==> src/rtl/mem_access_stage.sv <==
// mem_access_stage
//   Memory stage behind the EX-stage ALU. Non-memory ops pass their ALU
//   result straight to writeback with one cycle of latency. Loads and stores
//   issue a single data-memory request over a req/gnt + rvalid handshake.
//   Store data and strobes are lane-aligned, and load data is sign- or
//   zero-extended. EX is stalled while an access is outstanding. A watchdog
//   aborts an access that takes too long and reports it as a bus error.
//
// Ports
//   clk, rst_n        clock (rising edge), asynchronous active-low reset
//   ex_*              instruction from EX, valid/ready handshake
//   dm_*              data-memory request/grant/response interface
//   wb_*              registered one-cycle result pulse toward writeback
//
// Parameter
//   TIMEOUT_CYC       cycles allowed in REQ+WAIT before abort; 0 = never
module mem_access_stage #(
  parameter int unsigned TIMEOUT_CYC = 16
) (
  input  logic        clk,
  input  logic        rst_n,
  input  logic        ex_valid,
  output logic        ex_ready,
  input  logic [31:0] ex_alu_out,
  input  logic [31:0] ex_rs2_data,
  input  logic        ex_mem_read,
  input  logic        ex_mem_write,
  input  logic [2:0]  ex_funct3,
  input  logic [4:0]  ex_rd,
  input  logic        ex_reg_write,
  output logic        dm_req,
  output logic        dm_we,
  output logic [31:0] dm_addr,
  output logic [31:0] dm_wdata,
  output logic [3:0]  dm_wstrb,
  input  logic        dm_gnt,
  input  logic        dm_rvalid,
  input  logic [31:0] dm_rdata,
  output logic        wb_valid,
  output logic [31:0] wb_data,
  output logic [4:0]  wb_rd,
  output logic        wb_reg_write,
  output logic        wb_misalign,
  output logic        wb_bus_err
);

  typedef enum logic [1:0] {
    S_IDLE = 2'd0,
    S_REQ  = 2'd1,
    S_WAIT = 2'd2
  } state_t;

  localparam logic [31:0] TO_LAST = 32'(TIMEOUT_CYC - 1);

  state_t      state, state_nx;

  // Captured access
  logic [31:0] r_addr;
  logic [31:0] r_wdata;
  logic [3:0]  r_wstrb;
  logic        r_we;
  logic [2:0]  r_funct3;
  logic [4:0]  r_rd;
  logic        r_reg_write;
  logic [31:0] to_cnt;

  logic        accept;
  logic        is_mem;
  logic        misaligned;
  logic        timeout;
  logic        capture;
  logic [31:0] st_wdata;
  logic [3:0]  st_wstrb;
  logic [7:0]  ld_byte;
  logic [15:0] ld_half;
  logic [31:0] ld_data;

  // Next writeback contents, applied when wb_set
  logic        wb_set;
  logic [31:0] nx_data;
  logic [4:0]  nx_rd;
  logic        nx_rw;
  logic        nx_mis;
  logic        nx_err;

  assign ex_ready = (state == S_IDLE);
  assign accept   = ex_valid && ex_ready;
  assign is_mem   = ex_mem_read || ex_mem_write;
  assign timeout  = (TIMEOUT_CYC != 0) && (to_cnt == TO_LAST);

  assign dm_req   = (state == S_REQ);
  assign dm_we    = r_we;
  assign dm_addr  = {r_addr[31:2], 2'b00};
  assign dm_wdata = r_wdata;
  assign dm_wstrb = r_wstrb;

  // Size from funct3[1:0]: 00 byte, 01 half, otherwise word
  always_comb begin
    misaligned = 1'b0;
    st_wdata   = ex_rs2_data;
    st_wstrb   = 4'b1111;
    case (ex_funct3[1:0])
      2'b00: begin
        st_wdata = {4{ex_rs2_data[7:0]}};
        st_wstrb = 4'b0001 << ex_alu_out[1:0];
      end
      2'b01: begin
        misaligned = ex_alu_out[0];
        st_wdata   = {2{ex_rs2_data[15:0]}};
        st_wstrb   = ex_alu_out[1] ? 4'b1100 : 4'b0011;
      end
      default: begin
        misaligned = (ex_alu_out[1:0] != 2'b00);
      end
    endcase
  end

  always_comb begin
    case (r_addr[1:0])
      2'b00:   ld_byte = dm_rdata[7:0];
      2'b01:   ld_byte = dm_rdata[15:8];
      2'b10:   ld_byte = dm_rdata[23:16];
      default: ld_byte = dm_rdata[31:24];
    endcase
    ld_half = r_addr[1] ? dm_rdata[31:16] : dm_rdata[15:0];
    case (r_funct3)
      3'b000:  ld_data = {{24{ld_byte[7]}}, ld_byte};
      3'b100:  ld_data = {24'h000000, ld_byte};
      3'b001:  ld_data = {{16{ld_half[15]}}, ld_half};
      3'b101:  ld_data = {16'h0000, ld_half};
      default: ld_data = dm_rdata;
    endcase
  end

  always_ff @(posedge clk or negedge rst_n) begin
    if (!rst_n) state <= S_IDLE;
    else        state <= state_nx;
  end

  // A completing handshake wins over a timeout in the same cycle; a load
  // granted in its final allowed cycle is still aborted.
  always_comb begin
    state_nx = state;
    capture  = 1'b0;
    wb_set   = 1'b0;
    nx_data  = '0;
    nx_rd    = '0;
    nx_rw    = 1'b0;
    nx_mis   = 1'b0;
    nx_err   = 1'b0;
    case (state)
      S_IDLE: begin
        if (accept) begin
          if (!is_mem) begin
            wb_set  = 1'b1;
            nx_data = ex_alu_out;
            nx_rd   = ex_rd;
            nx_rw   = ex_reg_write && (ex_rd != 5'd0);
          end else if (misaligned) begin
            wb_set  = 1'b1;
            nx_data = ex_alu_out;
            nx_rd   = ex_rd;
            nx_mis  = 1'b1;
          end else begin
            capture  = 1'b1;
            state_nx = S_REQ;
          end
        end
      end
      S_REQ: begin
        if (dm_gnt && r_we) begin
          state_nx = S_IDLE;
          wb_set   = 1'b1;
          nx_data  = r_addr;
          nx_rd    = r_rd;
        end else if (timeout) begin
          state_nx = S_IDLE;
          wb_set   = 1'b1;
          nx_data  = r_addr;
          nx_rd    = r_rd;
          nx_err   = 1'b1;
        end else if (dm_gnt) begin
          state_nx = S_WAIT;
        end
      end
      S_WAIT: begin
        if (dm_rvalid) begin
          state_nx = S_IDLE;
          wb_set   = 1'b1;
          nx_data  = ld_data;
          nx_rd    = r_rd;
          nx_rw    = r_reg_write && (r_rd != 5'd0);
        end else if (timeout) begin
          state_nx = S_IDLE;
          wb_set   = 1'b1;
          nx_data  = r_addr;
          nx_rd    = r_rd;
          nx_err   = 1'b1;
        end
      end
      default: state_nx = S_IDLE;
    endcase
  end

  always_ff @(posedge clk or negedge rst_n) begin
    if (!rst_n) begin
      r_addr      <= '0;
      r_wdata     <= '0;
      r_wstrb     <= '0;
      r_we        <= 1'b0;
      r_funct3    <= '0;
      r_rd        <= '0;
      r_reg_write <= 1'b0;
      to_cnt      <= '0;
    end else begin
      if (capture) begin
        r_addr      <= ex_alu_out;
        r_wdata     <= ex_mem_write ? st_wdata : '0;
        r_wstrb     <= ex_mem_write ? st_wstrb : '0;
        r_we        <= ex_mem_write;
        r_funct3    <= ex_funct3;
        r_rd        <= ex_rd;
        r_reg_write <= ex_reg_write;
      end
      if (capture)               to_cnt <= '0;
      else if (state != S_IDLE)  to_cnt <= to_cnt + 32'd1;
    end
  end

  // Payload holds between pulses; the status flags only accompany a pulse
  always_ff @(posedge clk or negedge rst_n) begin
    if (!rst_n) begin
      wb_valid     <= 1'b0;
      wb_data      <= '0;
      wb_rd        <= '0;
      wb_reg_write <= 1'b0;
      wb_misalign  <= 1'b0;
      wb_bus_err   <= 1'b0;
    end else begin
      wb_valid    <= wb_set;
      wb_misalign <= wb_set && nx_mis;
      wb_bus_err  <= wb_set && nx_err;
      if (wb_set) begin
        wb_data      <= nx_data;
        wb_rd        <= nx_rd;
        wb_reg_write <= nx_rw;
      end
    end
  end

endmodule

==> config.mk <==
export PLATFORM = sky130hd
export DESIGN_NAME = mem_access_stage
export DESIGN_NICKNAME = d
export VERILOG_FILES = /design/src/rtl/mem_access_stage.sv
export SDC_FILE = /design/constraint.sdc
export NUM_CORES = 1
export LEC_CHECK = 0
export CORE_UTILIZATION = 40
export DETAILED_ROUTE_END_ITERATION = 10
export PLACE_DENSITY = 0.68
export SYNTH_ARGS = -nofsm -noshare
export SYNTH_HDL_FRONTEND = slang
export SYNTH_SLANG_ARGS = --single-unit
export TNS_END_PERCENT = 30
==> constraint.sdc <==
create_clock -name clk -period 4.66 [get_ports clk]
set_input_delay 0.932 -clock clk [delete_from_list [all_inputs] [get_ports clk]]
set_output_delay 0.932 -clock clk [all_outputs]
set_load 0.01 [all_outputs]
==> impl_results.md <==
- Via count of the first global-routing pass: 7150
- Final setup violation count: 0
- Most frequent cell after synthesis: nand2_1
- Instance area at placement: 10370 um2
- Drc violations: 0
- Top cell by count, worst path: nor2_1
- Count of maximum capacitance violations: 0
- Switching pwr: 2156 uW
- Portion of the post-synthesis area used by sequential elements: 0.4684
- Initial Util: 0.4146
- Proportion of synthesized flip-flops having asynchronous set or reset: 1.000
- Total power density per cell area: 536.8 nW/um2
- Area share of the leading cell type in the synthesized netlist: 0.4684
- Vias post-DR: 7442
- Clock Tree Root: clkbuf_16
- Actual slew at the worst max-slew pin: 872.0 ps
- Cell type contributing the most total cell area after synthesis: dfrtp_1
- Number of buffer cells added on primary ports: 221
- Gate count of the mapped netlist: 933
- Leakage power total: 0.004770 uW
- CTS max path bufs: 2
- Worst setup SP type: input pin
- Final hold viol count: 0
- Delay of the slowest critical-path stage: 620 ps
- Overflow left after global routing: 0
- Headroom to the max-slew limit: 0.4187
- Post-cts repair resize count: 0
- Total setup buffers inserted after CTS: 0
- Comb power frac: 0.412
- Clock edge transition at the registers on the reported setup and hold paths: 60 ps
- Most frequent cells after synthesis: 263 x nand2_1, 153 x dfrtp_1, 60 x o21ai_0
- Yosys warns: 0
- Die area: 21010 um2
- Ratio of final minimum period to clock period: 0.6921
- Final #Nets: 1212
- Number of inserted filler cells in the final layout: 1741
- Routability congestion estimate from global placement: 0.8278
- Number of H-tree levels: 4
- Min Clock Period, post-route: 3225 ps
- Vias/cell: 5.424
- Cell Chain, Critical Path: clkdlybuf4s50_1, o21ai_0, a31oi_4, a2111oi_0, or3_2, inv_1, nor2_1, nor2_1
- Count of final max-slew check failures: 0
- Wire length of the first global-routing pass: 39840 um
- WP buf/inv: 2
- Router iterations before antenna repair: 6
- Achievable Freq: 310.1 MHz
- DRC violation total after the first TritonRoute iteration: 618
- Standard cell with the maximum stage delay on the critical path: or3_2
- HP Class: register to register
- Clock insertion delay at the later pin of the skew report: 430 ps
- Worst Path Arrival: 3530 ps
- Average footprint of a synthesized cell: 8.761 um2
- Internal: 3704 uW
- Post-synth EDFFs: 0
- Clock power frac: 0.220
- CP Max Fanout: 35
- Top delay family on crit path: compound AO/OA/AOI/OAI gates
- Outcome: finished, final reports clean
- DP Wirelength: 17090 um
- Total negative slack for setup checks: 0 ps
- Worst vdd ir: 0.3251 mV
- Net switching share of the total power: 0.3680
- Horizontal die dimension: 145.0 um
- Num CTS Buffers: 17
- Kind of critical path: input pin to register
- Largest net degree at the start of global routing: 94
- Sinks on Clock Net: 153
- Count of antenna-violating nets left after detailed routing: 0
- Main area contributors after synthesis: dfrtp_1 47%, nand2_1 12%, mux2_2 5.2%
- Number of rows created at floorplan: 51
- Kind of end point of the critical path: register
- RSZ-0062 raised after global routing: no
- Synthesis-to-finish area growth: 33.54%
- Detailed Route WL: 24510 um
- Total routing resource utilization after global routing: 0.2383
- Number of different library cells in the post-synthesis netlist: 52
- Clock tree from TritonCTS: built
- Fin Clk Skew: 12.38 ps
- Proportion of layout cells with a drive suffix above 1: 0.08590
- Average detailed-routed wire length per instance: 17.86 um
- Number of hold buffers added after CTS: 0
- Crit path required time: 4960 ps
- Core Area: 19720 um2
- Number of top-level pins: 224
- Number of synthesized register bits: 153
- Seq pwr share: 0.368
- Dominant synthesized flop cell: dfrtp_1
- Cell area after layout: 10920 um2
- Die Span Y: 145.0 um
- Mapped cell area: 8174 um2
- Antenna violations before repair: 1
## power by group through the flow
stage          sequential, uW  combinational [uW]  clock (uW)
3_5_place_dp             2170                2410           0
5_1_grt                  2220                2630        1380
4_1_cts                  2150                2420        1320
2_1_floorplan            2170                1320           0
6_report                 2160                2410        1290
3_3_place_gp             2170                2370           0
## kinds of logic after synthesis
kind of cell | synth area share
AND/OR/NAND/NOR | 0.2247
AO/OA/AOI/OAI | 0.1381
flip-flops | 0.4684
buffers and inverters | 0.06750
multiplexers | 0.06858
XOR/XNOR | 0.02464
adder cells (fa/ha/maj) | 0.007653
other | 0.0004588
## final cells by class
cell class | count | area (um2) | share of cell area
diodes | 1 | 2.502 | 0.0002293
clock buffers | 18 | 439.2 | 0.04023
clock inverters | 12 | 102.6 | 0.009399
inverters | 11 | 41.29 | 0.003783
multi-input cells | 676 | 3819 | 0.3498
flip-flops and latches | 153 | 3829 | 0.3508
well taps | 265 | 331.6 | 0.03038
repair buffers | 236 | 2351 | 0.2154
## tightest hold or removal path, stage by stage (launching register included)
cell,delay (ps)
dfrtp_1,340
nand2_1,50
nand2_1,50
## state kept, by name, indices dropped and copies added, names as in the netlist, 2 cells and up
register and flops:
dm_wdata 32, r_addr 32, to_cnt 32, wb_data 32
r_rd 5, wb_rd 5, dm_wstrb 4, r_funct3 3
state 2
## path summary, 6_finish.rpt
| path | cells after the start | end | startpoint | slack, ps |
|---|---|---|---|---|
| max in group asynchronous | 2 | dm_wdata[2] | rst_n | 3240 |
| min in group asynchronous | 1 | r_addr[12] | rst_n | 580 |
| hold reg to reg | 2 | dm_wdata[3] | dm_wdata[3] | 460 |
| hold / removal | 2 | dm_wdata[3] | dm_wdata[3] | 460 |
| setup reg to reg | 9 | wb_data[16] | state[0] | 1650 |
| setup / recovery | 8 | wb_rd[2] | ex_funct3[1] | 1430 |
## cells in the final DEF, fill, tap and decap left out, types with 3 or more instances in the layout
cell type,Yosys,layout
nand2_1,263,263
clkdlybuf4s50_1,0,220
dfrtp_1,153,153
o21ai_0,60,60
nor2_1,59,59
nand3_1,45,45
mux2_2,38,38
a221oi_1,29,29
a21oi_1,19,19
clkbuf_16,0,17
a31oi_1,17,16
a311oi_1,15,15
xor2_1,14,14
buf_4,35,13
mux2i_1,11,11
inv_1,10,10
nand4_1,10,10
o21ai_1,10,10
nor3_1,9,9
xnor2_1,9,9
a222oi_1,8,8
nor4_1,7,7
clkinv_2,0,6
or3_1,6,5
and3_1,5,5
ha_1,5,5
and4_1,4,4
nor2b_1,4,4
nor4b_1,3,3
o22ai_1,3,3
clkinv_4,0,3
## routing by layer
layer	up-vias	GRT usage	wire [um]
li1	3550	-	-
met1	3579	0.3267	10880
met2	281	0.3654	11330
met3	32	0.06730	1879
met4	0	0.06755	411
met5	-	0	0
## per-stage QoR
step	hold slack [ps]	utilization	total power [uW]	setup slack, ps	instances
final	463.4	0.5536	5860	1435	1372
after global routing	495.4	0.5536	6228	1248	1372
after CTS	468.8	0.5535	5894	1449	1371
after detailed placement	454.9	0.5260	4582	1026	1341
after global placement	450.1	0.5260	4543	1185	1341
after floorplan	445.4	-	3492	2139	934
No activity file was read; power rests on OpenSTA's default activity.
